File: src/rtl/ft245_sync_responder_pkg.sv
// Shared types and constants for the FT245 synchronous-FIFO device emulator.
// Bus-state encoding, packet-gap length and proto_err bit positions live here.
package ft245_sync_responder_pkg;

    typedef enum logic [1:0] {
        BUS_IDLE,
        BUS_TURN,
        BUS_READ,
        BUS_WRITE
    } bus_state_e;

    localparam int unsigned PKT_GAP_BYTES = 64;

    localparam int unsigned ERR_CONTENTION = 2;
    localparam int unsigned ERR_RD_NO_OE   = 1;
    localparam int unsigned ERR_OVERFLOW   = 0;

endpackage

File: src/rtl/ft245_sync_responder_fifo.sv
// First-word-fall-through byte FIFO: head visible combinationally, pop/push take effect on the clock edge.
// Push is refused when full unless a pop happens on the same edge; pop is ignored when empty.
module fwft_byte_fifo
    import ft245_sync_responder_pkg::*;
#(
    parameter int unsigned DEPTH = 16
) (
    input  logic                    clk,
    input  logic                    res,
    input  logic                    push_i,
    input  logic [7:0]              push_dat_i,
    input  logic                    pop_i,
    output logic [7:0]              head_o,
    output logic [$clog2(DEPTH):0]  count_o
);

    localparam int unsigned AW       = $clog2(DEPTH);
    localparam logic [AW:0]   FULL_CNT = (AW+1)'(DEPTH);
    localparam logic [AW:0]   CNT_ONE  = (AW+1)'(1);
    localparam logic [AW-1:0] PTR_ONE  = AW'(1);

    logic [7:0]    mem_q [DEPTH];
    logic [AW-1:0] wr_ptr_q, wr_ptr_d;
    logic [AW-1:0] rd_ptr_q, rd_ptr_d;
    logic [AW:0]   count_q, count_d;
    logic          empty, full, push_ok, pop_ok;

    assign empty   = (count_q == '0);
    assign full    = (count_q == FULL_CNT);
    assign pop_ok  = pop_i & ~empty;
    assign push_ok = push_i & (~full | pop_ok);
    assign head_o  = mem_q[rd_ptr_q];
    assign count_o = count_q;

    always_comb begin
        wr_ptr_d = wr_ptr_q;
        rd_ptr_d = rd_ptr_q;
        count_d  = count_q;
        if (push_ok) wr_ptr_d = wr_ptr_q + PTR_ONE;
        if (pop_ok)  rd_ptr_d = rd_ptr_q + PTR_ONE;
        if (push_ok && !pop_ok) count_d = count_q + CNT_ONE;
        if (pop_ok && !push_ok) count_d = count_q - CNT_ONE;
    end

    always_ff @(posedge clk) begin
        if (res) begin
            wr_ptr_q <= '0;
            rd_ptr_q <= '0;
            count_q  <= '0;
        end else begin
            wr_ptr_q <= wr_ptr_d;
            rd_ptr_q <= rd_ptr_d;
            count_q  <= count_d;
        end
    end

    // Storage is not reset; pointers and count define what is valid.
    always_ff @(posedge clk) begin
        if (push_ok) mem_q[wr_ptr_q] <= push_dat_i;
    end

endmodule

File: src/rtl/ft245_sync_responder.sv
// Emulates the device side of an FT245 synchronous FIFO bus: host byte streams on one side, FPGA strobes on the other.
// Zero-latency flags/head; host side uses valid/ready, FPGA side is throttled by rxf_n/txe_n plus a packet gap every 64 writes.
module ft245_sync_responder
    import ft245_sync_responder_pkg::*;
#(
    parameter int unsigned DEPTH = 16,
    parameter int unsigned CNTW  = 16
) (
    input  logic            clk,
    input  logic            res,
    input  logic [7:0]      host_tx_data,
    input  logic            host_tx_valid,
    output logic            host_tx_ready,
    output logic [7:0]      host_rx_data,
    output logic            host_rx_valid,
    input  logic            host_rx_ready,
    output logic            ftdi_rxf_n,
    output logic            ftdi_txe_n,
    input  logic            ftdi_rd_n,
    input  logic            ftdi_oe_n,
    input  logic            ftdi_wr_n,
    input  logic [7:0]      ftdi_data_in,
    output logic [7:0]      ftdi_data_out,
    output logic            ftdi_data_oe,
    output logic [CNTW-1:0] rx_count,
    output logic [CNTW-1:0] tx_count,
    output logic [2:0]      proto_err
);

    localparam int unsigned CW       = $clog2(DEPTH) + 1;
    localparam logic [CW-1:0] FULL_CNT = CW'(DEPTH);
    localparam int unsigned GAPW     = $clog2(PKT_GAP_BYTES);
    localparam logic [GAPW-1:0] GAP_LAST = GAPW'(PKT_GAP_BYTES - 1);
    localparam logic [GAPW-1:0] GAP_ONE  = GAPW'(1);
    localparam logic [CNTW-1:0] CNT_ONE  = CNTW'(1);

    bus_state_e      state_q, state_d;
    logic [GAPW-1:0] gap_cnt_q, gap_cnt_d;
    logic            gap_q, gap_d;
    logic [CNTW-1:0] rx_count_q, rx_count_d;
    logic [CNTW-1:0] tx_count_q, tx_count_d;
    logic [2:0]      err_q, err_d;

    logic [CW-1:0]   rx_cnt, tx_cnt;
    logic [7:0]      rx_head, tx_head;
    logic            rx_empty, rx_full, tx_empty, tx_full;
    logic            host_push, host_pop, rx_pop, tx_push, oe_held;

    fwft_byte_fifo #(.DEPTH(DEPTH)) u_rx_fifo (
        .clk        (clk),
        .res        (res),
        .push_i     (host_push),
        .push_dat_i (host_tx_data),
        .pop_i      (rx_pop),
        .head_o     (rx_head),
        .count_o    (rx_cnt)
    );

    fwft_byte_fifo #(.DEPTH(DEPTH)) u_tx_fifo (
        .clk        (clk),
        .res        (res),
        .push_i     (tx_push),
        .push_dat_i (ftdi_data_in),
        .pop_i      (host_pop),
        .head_o     (tx_head),
        .count_o    (tx_cnt)
    );

    assign rx_empty      = (rx_cnt == '0);
    assign rx_full       = (rx_cnt == FULL_CNT);
    assign tx_empty      = (tx_cnt == '0);
    assign tx_full       = (tx_cnt == FULL_CNT);

    assign host_tx_ready = ~rx_full;
    assign host_push     = host_tx_valid & host_tx_ready;
    assign host_rx_valid = ~tx_empty;
    assign host_rx_data  = tx_head;
    assign host_pop      = host_rx_valid & host_rx_ready;

    assign ftdi_rxf_n    = rx_empty;
    assign ftdi_txe_n    = tx_full | gap_q;
    assign ftdi_data_out = rx_head;
    assign ftdi_data_oe  = ~ftdi_oe_n;

    assign rx_count      = rx_count_q;
    assign tx_count      = tx_count_q;
    assign proto_err     = err_q;

    // TURN/READ are only reachable with oe_n low, so they also mean "oe_n was low on the previous edge".
    assign oe_held = (state_q == BUS_TURN) || (state_q == BUS_READ);

    always_comb begin
        state_d    = state_q;
        gap_cnt_d  = '0;
        gap_d      = 1'b0;
        rx_count_d = rx_count_q;
        tx_count_d = tx_count_q;
        err_d      = err_q;
        rx_pop     = ~ftdi_rd_n & ~ftdi_oe_n & ~rx_empty & oe_held;
        tx_push    = ~ftdi_wr_n & ~ftdi_txe_n & ftdi_oe_n;

        if (ftdi_oe_n) begin
            state_d = ftdi_wr_n ? BUS_IDLE : BUS_WRITE;
        end else begin
            case (state_q)
                BUS_IDLE, BUS_WRITE: state_d = BUS_TURN;
                BUS_TURN:            if (!ftdi_rd_n) state_d = BUS_READ;
                default:             state_d = state_q;
            endcase
        end

        if (!ftdi_wr_n && !ftdi_oe_n) err_d[ERR_CONTENTION] = 1'b1;
        if (!ftdi_rd_n && !oe_held)   err_d[ERR_RD_NO_OE]   = 1'b1;
        if (!ftdi_wr_n && ftdi_txe_n) err_d[ERR_OVERFLOW]   = 1'b1;

        if (rx_pop)  rx_count_d = rx_count_q + CNT_ONE;
        if (tx_push) begin
            tx_count_d = tx_count_q + CNT_ONE;
            if (gap_cnt_q == GAP_LAST) gap_d = 1'b1;
            else                       gap_cnt_d = gap_cnt_q + GAP_ONE;
        end
    end

    always_ff @(posedge clk) begin
        if (res) begin
            state_q    <= BUS_IDLE;
            gap_cnt_q  <= '0;
            gap_q      <= 1'b0;
            rx_count_q <= '0;
            tx_count_q <= '0;
            err_q      <= '0;
        end else begin
            state_q    <= state_d;
            gap_cnt_q  <= gap_cnt_d;
            gap_q      <= gap_d;
            rx_count_q <= rx_count_d;
            tx_count_q <= tx_count_d;
            err_q      <= err_d;
        end
    end

endmodule

File: config.mk
export PLATFORM = sky130hd
export DESIGN_NAME = ft245_sync_responder
export DESIGN_NICKNAME = d
export VERILOG_FILES = /design/src/rtl/ft245_sync_responder_pkg.sv /design/src/rtl/ft245_sync_responder_fifo.sv /design/src/rtl/ft245_sync_responder.sv
export SDC_FILE = /design/constraint.sdc
export NUM_CORES = 1
export LEC_CHECK = 0
export BUFFER_PORTS_ARGS = -buffer_cell sky130_fd_sc_hd__clkbuf_2
export CORE_ASPECT_RATIO = 2
export CORE_MARGIN = 2
export CORE_UTILIZATION = 50
export CTS_CLUSTER_SIZE = 25
export DETAILED_ROUTE_END_ITERATION = 16
export GPL_TIMING_DRIVEN = 0
export PLACE_DENSITY = 0.7
export SKIP_CTS_REPAIR_TIMING = 1
export SLEW_MARGIN = 40
export SYNTH_ARGS = -nofsm -noshare
export SYNTH_HDL_FRONTEND = slang
export SYNTH_HIERARCHICAL = 1
export SYNTH_SLANG_ARGS = --single-unit
File: constraint.sdc
create_clock -name clk -period 2.7 [get_ports clk]
set_input_delay 0.405 -clock clk [delete_from_list [all_inputs] [get_ports clk]]
set_output_delay 0.405 -clock clk [all_outputs]
set_load 0.05 [all_outputs]
After elaboration in Yosys (flattened, before gate mapping)
Memory sizes are Yosys's and may differ from the RTL's. A register that Yosys moved wholly into a read port is not among the register bits.
Cells that the tools add are included.
- reductions and logical operators: 26
- bitwise operators: 23
- $add $sub $neg: 11
- mux-type cells: 17
- equal/unequal tests: 7
- operator list (kind ; number):
    adder 16 x 1 -> 16 bit (second input constant) ; 2
    two-way mux 5 bit ; 4
    adder 4 x 1 -> 4 bit (second input constant) ; 4
    two-way mux 4 bit ; 4
    AND 1 bit ; 11
    adder 5 x 1 -> 5 bit (second input constant) ; 2
    == test 5 bit (second input constant) ; 2
    logical NOT 5 bit ; 2
    subtractor 5 x 1 -> 5 bit (second input constant) ; 2
    inverter 1 bit ; 9
    logical NOT 1 bit ; 8
    logical AND 1 bit ; 7
    adder 6 x 1 -> 6 bit (second input constant) ; 1
    == test 6 bit (second input constant) ; 1
    two-way mux 2 bit ; 3
    two-way mux 1 bit ; 5
    == test 2 bit (second input constant) ; 2
    case mux 2 bit (2 select lines) ; 1
    nonzero test 2 bit ; 2
    OR reduction 2 bit ; 2
    != test 3 bit (second input constant) ; 1
    bitwise OR 1 bit ; 3
    nonzero test 3 bit ; 1
    OR reduction 3 bit ; 1
    other kinds (4) ; 4
- flip-flop bits (word level): 70
- input port bits: 23
- bits in writable memories: 256
- output and inout port bits: 56
- memories: 2
- logic and storage cells: 100
- memories (name ; words ; bits a word ; read ports ; clocked after Yosys merged registers in ; wr ports ; RTL line ; text):
    u_rx_fifo.mem_q ; 16 ; 8 ; 1 ; 1 ; 1 ; ft245_sync_responder_fifo.sv:22 ; logic [7:0] mem_q [DEPTH];
    u_tx_fifo.mem_q ; 16 ; 8 ; 1 ; 1 ; 1 ; ft245_sync_responder_fifo.sv:22 ;

Depth between registers and ports, before layout
Gate-level depths: netlist of run 1.
- word-level depth: 10
- gate-level depth with buffers: 14
- gate-level depth less buffers: 13

By module
The synthesis of run 1 kept the hierarchy.
- modules (own cells, without submodules) (module ; area an instance (um^2) ; cells each ; instances):
    fwft_byte_fifo ; 5823.1 ; 321 ; 2
    ft245_sync_responder ; 2129.5 ; 239 ; 1

Worst setup path before layout of run 1
No wires, ideal clock.
- path type: register to register
- start: register u_rx_fifo.count_q[1], in the netlist u_rx_fifo/count_o[1]
- end: register u_rx_fifo.count_q[4], in the netlist u_rx_fifo/count_o[4]
- arrival time: 2.987 ns
- path buffers: 0
- setup slack: -0.361 ns
- cell stages (with the launch flop): 13
- library setup time: 0.074 ns
- cells stage by stage: dfxtp_1 or4_4 inv_1 nand2_1 and2_1 nor2b_1 o21ai_4 inv_2 ha_1 a21oi_1 a21oi_1 a311o_1 a31oi_1
- RTL lines (element ; RTL line ; text):
    start, declared ; ft245_sync_responder_fifo.sv:25 ; logic [AW:0] count_q, count_d;
    start signal, assigned ; ft245_sync_responder_fifo.sv:53 ; count_q <= count_d;
    == test 5 bit (*) ; ft245_sync_responder.sv:70 ; assign rx_full = (rx_cnt == FULL_CNT);
    inverter 1 bit (*) ; ft245_sync_responder.sv:74 ; assign host_tx_ready = ~rx_full;
    named net host_tx_ready ; ft245_sync_responder.sv:13 ; output logic host_tx_ready,
    AND 1 bit (*) ; ft245_sync_responder.sv:75 ; assign host_push = host_tx_valid & host_tx_ready;
    named net host_push ; ft245_sync_responder.sv:47 ; logic host_push, host_pop, rx_pop, tx_push, oe_held;
    AND 1 bit (*) ; ft245_sync_responder_fifo.sv:31 ; assign push_ok = push_i & (~full | pop_ok);
    logical NOT 1 bit ; ft245_sync_responder_fifo.sv:42 ; if (pop_ok && !push_ok) count_d = count_q - CNT_ONE;
    logical AND 1 bit ; ft245_sync_responder_fifo.sv:42 ;
    two-way mux 5 bit / nonzero test 2 bit (equally long branches) ; n/a ;
The timed path passes the listed nets; every way through them passes the cells marked *. The select of a mux whose other input is x is not followed.
A chain may end at the register's enable or synchronous reset.

Worst setup path in the final report of run 1
- start: register u_rx_fifo.count_q[0], in the netlist u_rx_fifo/count_o[0]
- end: register u_rx_fifo.count_q[4], in the netlist u_rx_fifo/count_o[4]
- longest elaborated chain between the ends: 10
- ends and longest elaborated chain (element ; RTL line ; text):
    logical NOT 5 bit (*) ; ft245_sync_responder.sv:69 ; assign rx_empty = (rx_cnt == '0);
    inverter 1 bit (*) ; ft245_sync_responder.sv:99 ; rx_pop = ~ftdi_rd_n & ~ftdi_oe_n & ~rx_empty & oe_held;
    AND 1 bit (*) (2 in series) ; ft245_sync_responder.sv:99 ;
    named net rx_pop ; ft245_sync_responder.sv:47 ;
    AND 1 bit (*) ; ft245_sync_responder_fifo.sv:30 ; assign pop_ok = pop_i & ~empty;
    bitwise OR 1 bit ; ft245_sync_responder_fifo.sv:31 ;
    AND 1 bit ; ft245_sync_responder_fifo.sv:31 ;
    logical NOT 1 bit ; ft245_sync_responder_fifo.sv:42 ;
    logical AND 1 bit ; ft245_sync_responder_fifo.sv:42 ;
    two-way mux 5 bit / nonzero test 2 bit (equally long branches) ; n/a ;
Marks and branches as above.

==> results_dict.tcl, run 1 <==
set metrics [dict create \
    status "finished, violations left" \
    failed_checks "setup timing" \
    grt_pass1_wl_um 45200 \
    row_count 86 \
    syn2layout_area_growth_pct 17.7 \
    global_route.usage.total_pct 20.3 \
    initial_antenna_violation_count 0 \
    worst_slew_pin_slew_ns 0.810 \
    p_int_mw 8.91 \
    power_frac_clock_pct 32.4 \
    tritoncts "yes" \
    synth.yosys.warnings 6 \
    kind_of_path_behind_the_tightest_hold_check "in2reg" \
    cap_violations 0 \
    antenna_left 0 \
    worst_setup_path_start_kind "flop" \
    inserted_clock_buffers 27 \
    post_route_cells_drive_above_1_share_pct 31.0 \
    final_cell_mix "edfxtp_1 (256), dfxtp_1 (70), mux4_2 (64)" \
    finalWirelength_um 29500 \
    synth_enable_flop_cells 256 \
    wl_met2_um 14900 \
    worst_path_largest_cell_delay_ns 0.57 \
    worst_setup_hold_path_clk_slew_ns 0.07 \
    worst_skew_pair.late_latency_ns 0.55 \
    largest_net_degree_at_the_start_of_global_routing 18 \
    fmax_ghz 0.340 \
    synthTopCellsByArea "edfxtp_1 (56%), dfxtp_1 (11%), mux4_2 (10%)" \
    portBuffers 78 \
    final_cell_area_um2 16200 \
    yosys_reg_bits 334 \
    routed_wire_length_per_instance_um 21.3 \
    clk_root_buffer_cell "clkbuf_16" \
    ys_types 59 \
    globalplace.congestion 0.858 \
    worstSetupEndpointType "flop" \
    initial_utilization_pct 50.4 \
    mostFrequentLayoutCell "edfxtp_1" \
    route.vias.total 8234 \
    postSynthNetCount 926 \
    timing.critical_path.arrival_ns 3.42 \
    cts-htree-levels 1 \
    pwr-share-comb_pct 20.1 \
    timing.critical_path.cells "or4_4, o21ai_4, buf_6, clkinvlp_4, nor2b_4, o21ai_4, clkinv_4, fa_2, nand3_2, a21oi_2, a311o_1, a31oi_1" \
    floorplan.io_pins 79 \
    path_max_fanout 7 \
    grt_setup_unrepaired "true" \
    post-route-min-period_ns 2.94 \
    critical-path-slowest-cell "or4_4" \
    clock-sinks 334 \
    synthCells 881 \
    post_synthesis_instance_area_um2 13800 \
    placed_cell_area_um2 14700 \
    die_y_um 239 \
    met3_length_um 1610 \
    clockBufferDepth 3 \
    grt_overflow_total 0 \
    nNetsFinal 1059 \
    ir_drop_uv 584 \
    power.share.sequential_pct 47.4 \
    antennaDiodeCount 0 \
    wl_met1_um 12500 \
    power-per-cell-area_nw_per_um2 757 \
    core_area_um2 27300 \
    power.share.switching_pct 27.5 \
    cp_top_family "simple AND/OR/NAND/NOR gates" \
    fin_skew_ns 0.0151 \
    yosys_most_used_dff "edfxtp_1" \
    switchingPower_mw 3.37 \
    hold_viol 0 \
    final_critical_path_setup_slack_ns -0.244 \
    via_per_inst 5.94 \
    timing_worst_setup_path_type "reg2reg" \
    worst_path_most_repeated_cell "o21ai_4" \
    fp.dieW_um 121 \
    timing.final.setup_violations 19 \
    drcViolationCount 0 \
    cellLeakagePower_nw 5.47 \
    yosysTopAreaCell "edfxtp_1" \
    post-route-period-util_pct 109 \
    vias_in_the_first_global_route 8106 \
    postSynth.asyncResetShare_pct 0 \
    maxUsedRoutingLayer "met4" \
    remaining_max_slew_budget_at_the_tightest_pin_pct 45.5 \
    synth_seq_area_share_pct 67.1 \
    initialDrtViolationCount 823 \
    finalMaxSlewViolations 0 \
    synth_top_area_share_pct 55.8 \
    worst-endpoint-required_ns 3.17 \
    die-area_um2 29000 \
    syn_avg_cell_area_um2 15.6 \
    design_power_total_mw 12.3 \
    hpwlAfterDp_um 19200 \
    drt-pass1-iter-count 5 \
    timing.critical_path.buf_inv 3 \
]
Yosys cell counts (all sizes together), types with 20 or more instances:
master,count
edfxtp,256
dfxtp,78
mux4,64
nor2,51
a21oi,38
nand2,35
a22oi,32
clkbuf,23
nand3,23
inv,21
ha,20
nor3,20
power by group through the flow:
stage	Sequential, mW	Combinational, mW	Clock [mW]
after floorplan	5.90	1.57	0
after global placement	5.88	2.05	0
after detailed placement	5.89	2.11	0
after CTS	5.78	2.11	4.06
after global routing	5.84	2.65	4.25
final	5.83	2.47	3.98
registers in the layout, summed over array words and instances, names as in the netlist, 4 cells and up, named ones only:
| signal | count |
|---|---|
| u_rx_fifo/mem_q | 128 |
| u_tx_fifo/mem_q | 128 |
| rx_count | 16 |
| tx_count | 16 |
| gap_cnt_q | 6 |
| u_rx_fifo/count_o | 5 |
| u_tx_fifo/count_o | 5 |
| u_rx_fifo/rd_ptr_q | 4 |
| u_rx_fifo/wr_ptr_q | 4 |
| u_tx_fifo/rd_ptr_q | 4 |
| u_tx_fifo/wr_ptr_q | 4 |
stage by stage:
step	hold slack (ns)	util, %	cells	setup slack, ns	TNS (ns)
2_1_floorplan	0.418	-	881	-0.107	-0.107
3_3_place_gp	0.431	53.6	1311	-1.03	-60.15
3_5_place_dp	0.451	53.8	1314	-0.506	-50.21
4_1_cts	0.204	57.0	1364	-0.587	-43.77
5_1_grt	0.245	59.3	1387	-0.344	-9.17
6_report	0.219	59.3	1387	-0.244	-0.674
layer usage:
layer  global-route usage, %  up-vias
met4                    6.30        0
met1                    28.5     4173
met5                       0        -
met2                    33.5      281
met3                    2.34       40
li1                        -     3740
cells by family (layout without fill, tap and decap cells):
logic type | Yosys count | in the layout | share of synthesized area [%]
fa+ha+maj | 22 | 22 | 2.11
simple gates | 228 | 228 | 9.09
buf+inv | 60 | 214 | 1.79
flops | 334 | 334 | 67.1
compound gates | 138 | 138 | 7.05
mux | 76 | 76 | 11.4
xor+xnor | 23 | 23 | 1.46
area by class of cell:
class | instances | area, µm²
buffer | 36 | 270
clock buffer | 34 | 732
clock inverter | 16 | 161
fill | 2043 | 11100
inverter | 21 | 92.6
multi-input combinational | 487 | 4610
sequential | 334 | 9270
tap | 352 | 440
timing repair buffer | 107 | 632
final timing paths:
check	startpoint	to	slack (ns)	cells after the start
worst max-delay path	u_rx_fifo/count_o[0]	u_rx_fifo/count_o[4]	-0.24	12
worst max register to register	u_rx_fifo/count_o[0]	u_rx_fifo/count_o[4]	-0.24	12
worst min-delay path	ftdi_rd_n	proto_err[1]	0.22	4
worst min register to register	gap_cnt_q[0]	gap_cnt_q[0]	0.45	1
worst register-to-register path, cell delays in order, from the launching register on:
cell        delay [ns]
dfxtp_4           0.36
or4_4             0.57
o21ai_4           0.21
buf_6             0.14
clkinvlp_4        0.14
nor2b_4           0.18
o21ai_4           0.09
clkinv_4          0.13
fa_2              0.42
nand3_2           0.12
a21oi_2           0.06
a311o_1           0.27
a31oi_1           0.19
Power figures use the tool's default switching activity.
==> run 2, diff against run 1 <==
--- a/config.mk
+++ b/config.mk
@@ -19,3 +19,4 @@
 export SYNTH_HDL_FRONTEND = slang
 export SYNTH_HIERARCHICAL = 1
 export SYNTH_SLANG_ARGS = --single-unit
+export TNS_END_PERCENT = 5
==> run 2 against run 1 <==
Net effect: critical path type unchanged; global-route usage down 0.78 points; the run still ends with setup timing left; via count down 0.95%; design area down 0.40%; worst setup slack better by 0.18 ns; clock-buffer cell count up 1; first-iteration DRC count down 11%.
==> results_dict.tcl, run 2 (synthesized netlist as in run 1, its figures left out) <==
set metrics [dict create \
    hpwlAfterDp_um 18600 \
    floorplan.io_pins 79 \
    mostFrequentLayoutCell "edfxtp_1" \
    hold_viol 0 \
    cts-htree-levels 1 \
    timing_worst_setup_path_type "reg2reg" \
    portBuffers 78 \
    reg_top3 "u_rx_fifo/mem_q: 128 flops, u_tx_fifo/mem_q: 128 flops" \
    placed_cells 1314 \
    worstRegToRegCells 8 \
    clk_root_buffer_cell "clkbuf_16" \
    timing_endpoint_of_the_critical_path "u_rx_fifo/mem_q[9][2]" \
    preCtsSetupSlack_ns -0.476 \
    post-route-period-util_pct 102 \
    seq_area_um2 9270 \
    failed_checks "setup timing" \
    drcViolationCount 0 \
    worst_path_largest_cell_delay_ns 0.57 \
    post_route_cells_drive_above_1_share_pct 29.8 \
    vias_in_the_first_global_route 8063 \
    fmax_ghz 0.361 \
    globalplace.congestion 0.848 \
    initialDrtViolationCount 730 \
    fp.dieW_um 121 \
    crit-reg2reg-launch "u_rx_fifo/count_o[0]" \
    inserted_clock_buffers 28 \
    grt_pass1_wl_um 43900 \
    initial_antenna_violation_count 0 \
    timing.critical_path.cells "or4_4, o21ai_4, buf_6, clkinvlp_4, nand2b_1, o21ai_1, nor2_1, and2_2" \
    power.share.sequential_pct 47.3 \
    finalWirelength_um 28700 \
    initial_utilization_pct 50.4 \
    worst_slew_pin_slew_ns 0.824 \
    timing.critical_path.arrival_ns 3.06 \
    worst-endpoint-required_ns 3.00 \
    clock-sinks 334 \
    core_area_um2 27300 \
    tritoncts "yes" \
    antenna_left 0 \
    worst_setup_path_start_kind "flop" \
    layoutNonFillerInstCount 1380 \
    critical-path-slowest-cell "or4_4" \
    grt_overflow_total 0 \
    worst_skew_pair.late_latency_ns 0.56 \
    cellLeakagePower_nw 5.40 \
    timing.final.setup_violations 72 \
    design_power_total_mw 12.3 \
    die_y_um 239 \
    final_cell_mix "edfxtp_1 (256), dfxtp_1 (70), clkbuf_2 (65)" \
    worst_setup_hold_path_clk_slew_ns 0.07 \
    remaining_max_slew_budget_at_the_tightest_pin_pct 44.6 \
    cap_violations 0 \
    post-route-min-period_ns 2.77 \
    gr-max-usage-layer "met2" \
    ir_drop_uv 587 \
    largest_net_degree_at_the_start_of_global_routing 18 \
    use_met2_pct 32.8 \
    fin_skew_ns 0.0144 \
    nNetsFinal 1054 \
    row_count 86 \
    grt_setup_unrepaired "true" \
    antennaDiodeCount 0 \
    final_core_utilization_pct 59.1 \
    grtUsageMet1_pct 26.8 \
    switchingPower_mw 3.33 \
    power_frac_clock_pct 33.7 \
    kind_of_path_behind_the_tightest_hold_check "in2reg" \
    global_route.usage.total_pct 19.5 \
    status "finished, violations left" \
    drt-pass1-iter-count 6 \
    power.share.switching_pct 27.0 \
    route.vias.total 8156 \
    finalMaxSlewViolations 0 \
    worstSetupEndpointType "flop" \
    critical_path.reg2reg.endpoint "u_rx_fifo/mem_q[9][2]" \
    pwr-share-comb_pct 19.0 \
    startpoint "u_rx_fifo/count_o[0]" \
    via_per_inst 5.91 \
    syn2layout_area_growth_pct 17.2 \
    final_critical_path_setup_slack_ns -0.0671 \
    routed_wire_length_per_instance_um 20.8 \
    num-fill-cells 2080 \
    path_max_fanout 8 \
    gr-usage-met3_pct 2.55 \
    regToRegSetupSlack_ns -0.07 \
    clockBufferDepth 3 \
    multiInputGateArea_um2 4560 \
    power-per-cell-area_nw_per_um2 764 \
    p_int_mw 8.99 \
    die-area_um2 29000 \
]
[run 2: layer usage]
layer  vias to the layer above  wire length (µm)
met5                         -                 0
met4                         0               542
met3                        34              1650
met2                       284             14600
met1                      4115             11900
li1                       3723                 -
[run 2: critical path, delay by kind of cell, from the launching register on]
kind	cells	cell delay [ns]
simple gates	4	1.29
buf+inv	2	0.26
compound gates	2	0.59
flops	1	0.37
[run 2: worst min path at each step]
stage	endpoint	startpoint	cells after the start
6_report	proto_err[1]	ftdi_rd_n	4
3_5_place_dp	gap_cnt_q[0]	gap_cnt_q[0]	1
5_1_grt	proto_err[1]	ftdi_rd_n	4
2_1_floorplan	gap_cnt_q[0]	gap_cnt_q[0]	1
3_3_place_gp	gap_cnt_q[0]	gap_cnt_q[0]	1
4_1_cts	u_rx_fifo/count_o[1]	res	2
[run 2: layout make-up]
type                       count  share of cell area [%]
multi-input combinational    487                    28.2
clock buffer                  35                    4.63
timing repair inverter         1                  0.0465
clock inverter                14                    1.16
tap                          352                    2.73
timing repair buffer         100                    3.55
buffer                        36                    1.69
sequential                   334                    57.4
inverter                      21                   0.558
[run 2: metrics by stage]
stage          TNS, ns  cell area [µm²]  hold WS, ns
3_3_place_gp    -60.20            14600        0.431
3_5_place_dp    -53.58            14700        0.442
4_1_cts         -49.46            15600        0.213
6_report         -2.97            16100        0.223
2_1_floorplan   -0.261            13800        0.418
5_1_grt         -12.50            16100        0.249
[run 2: power by group through the flow]
| stage | Combinational [mW] | Sequential (mW) | Clock, mW |
|---|---|---|---|
| 6_report | 2.35 | 5.83 | 4.15 |
| 5_1_grt | 2.52 | 5.85 | 4.38 |
| 4_1_cts | 2.08 | 5.78 | 4.23 |
| 3_5_place_dp | 2.07 | 5.89 | 0 |
| 3_3_place_gp | 2.02 | 5.88 | 0 |
| 2_1_floorplan | 1.56 | 5.89 | 0 |
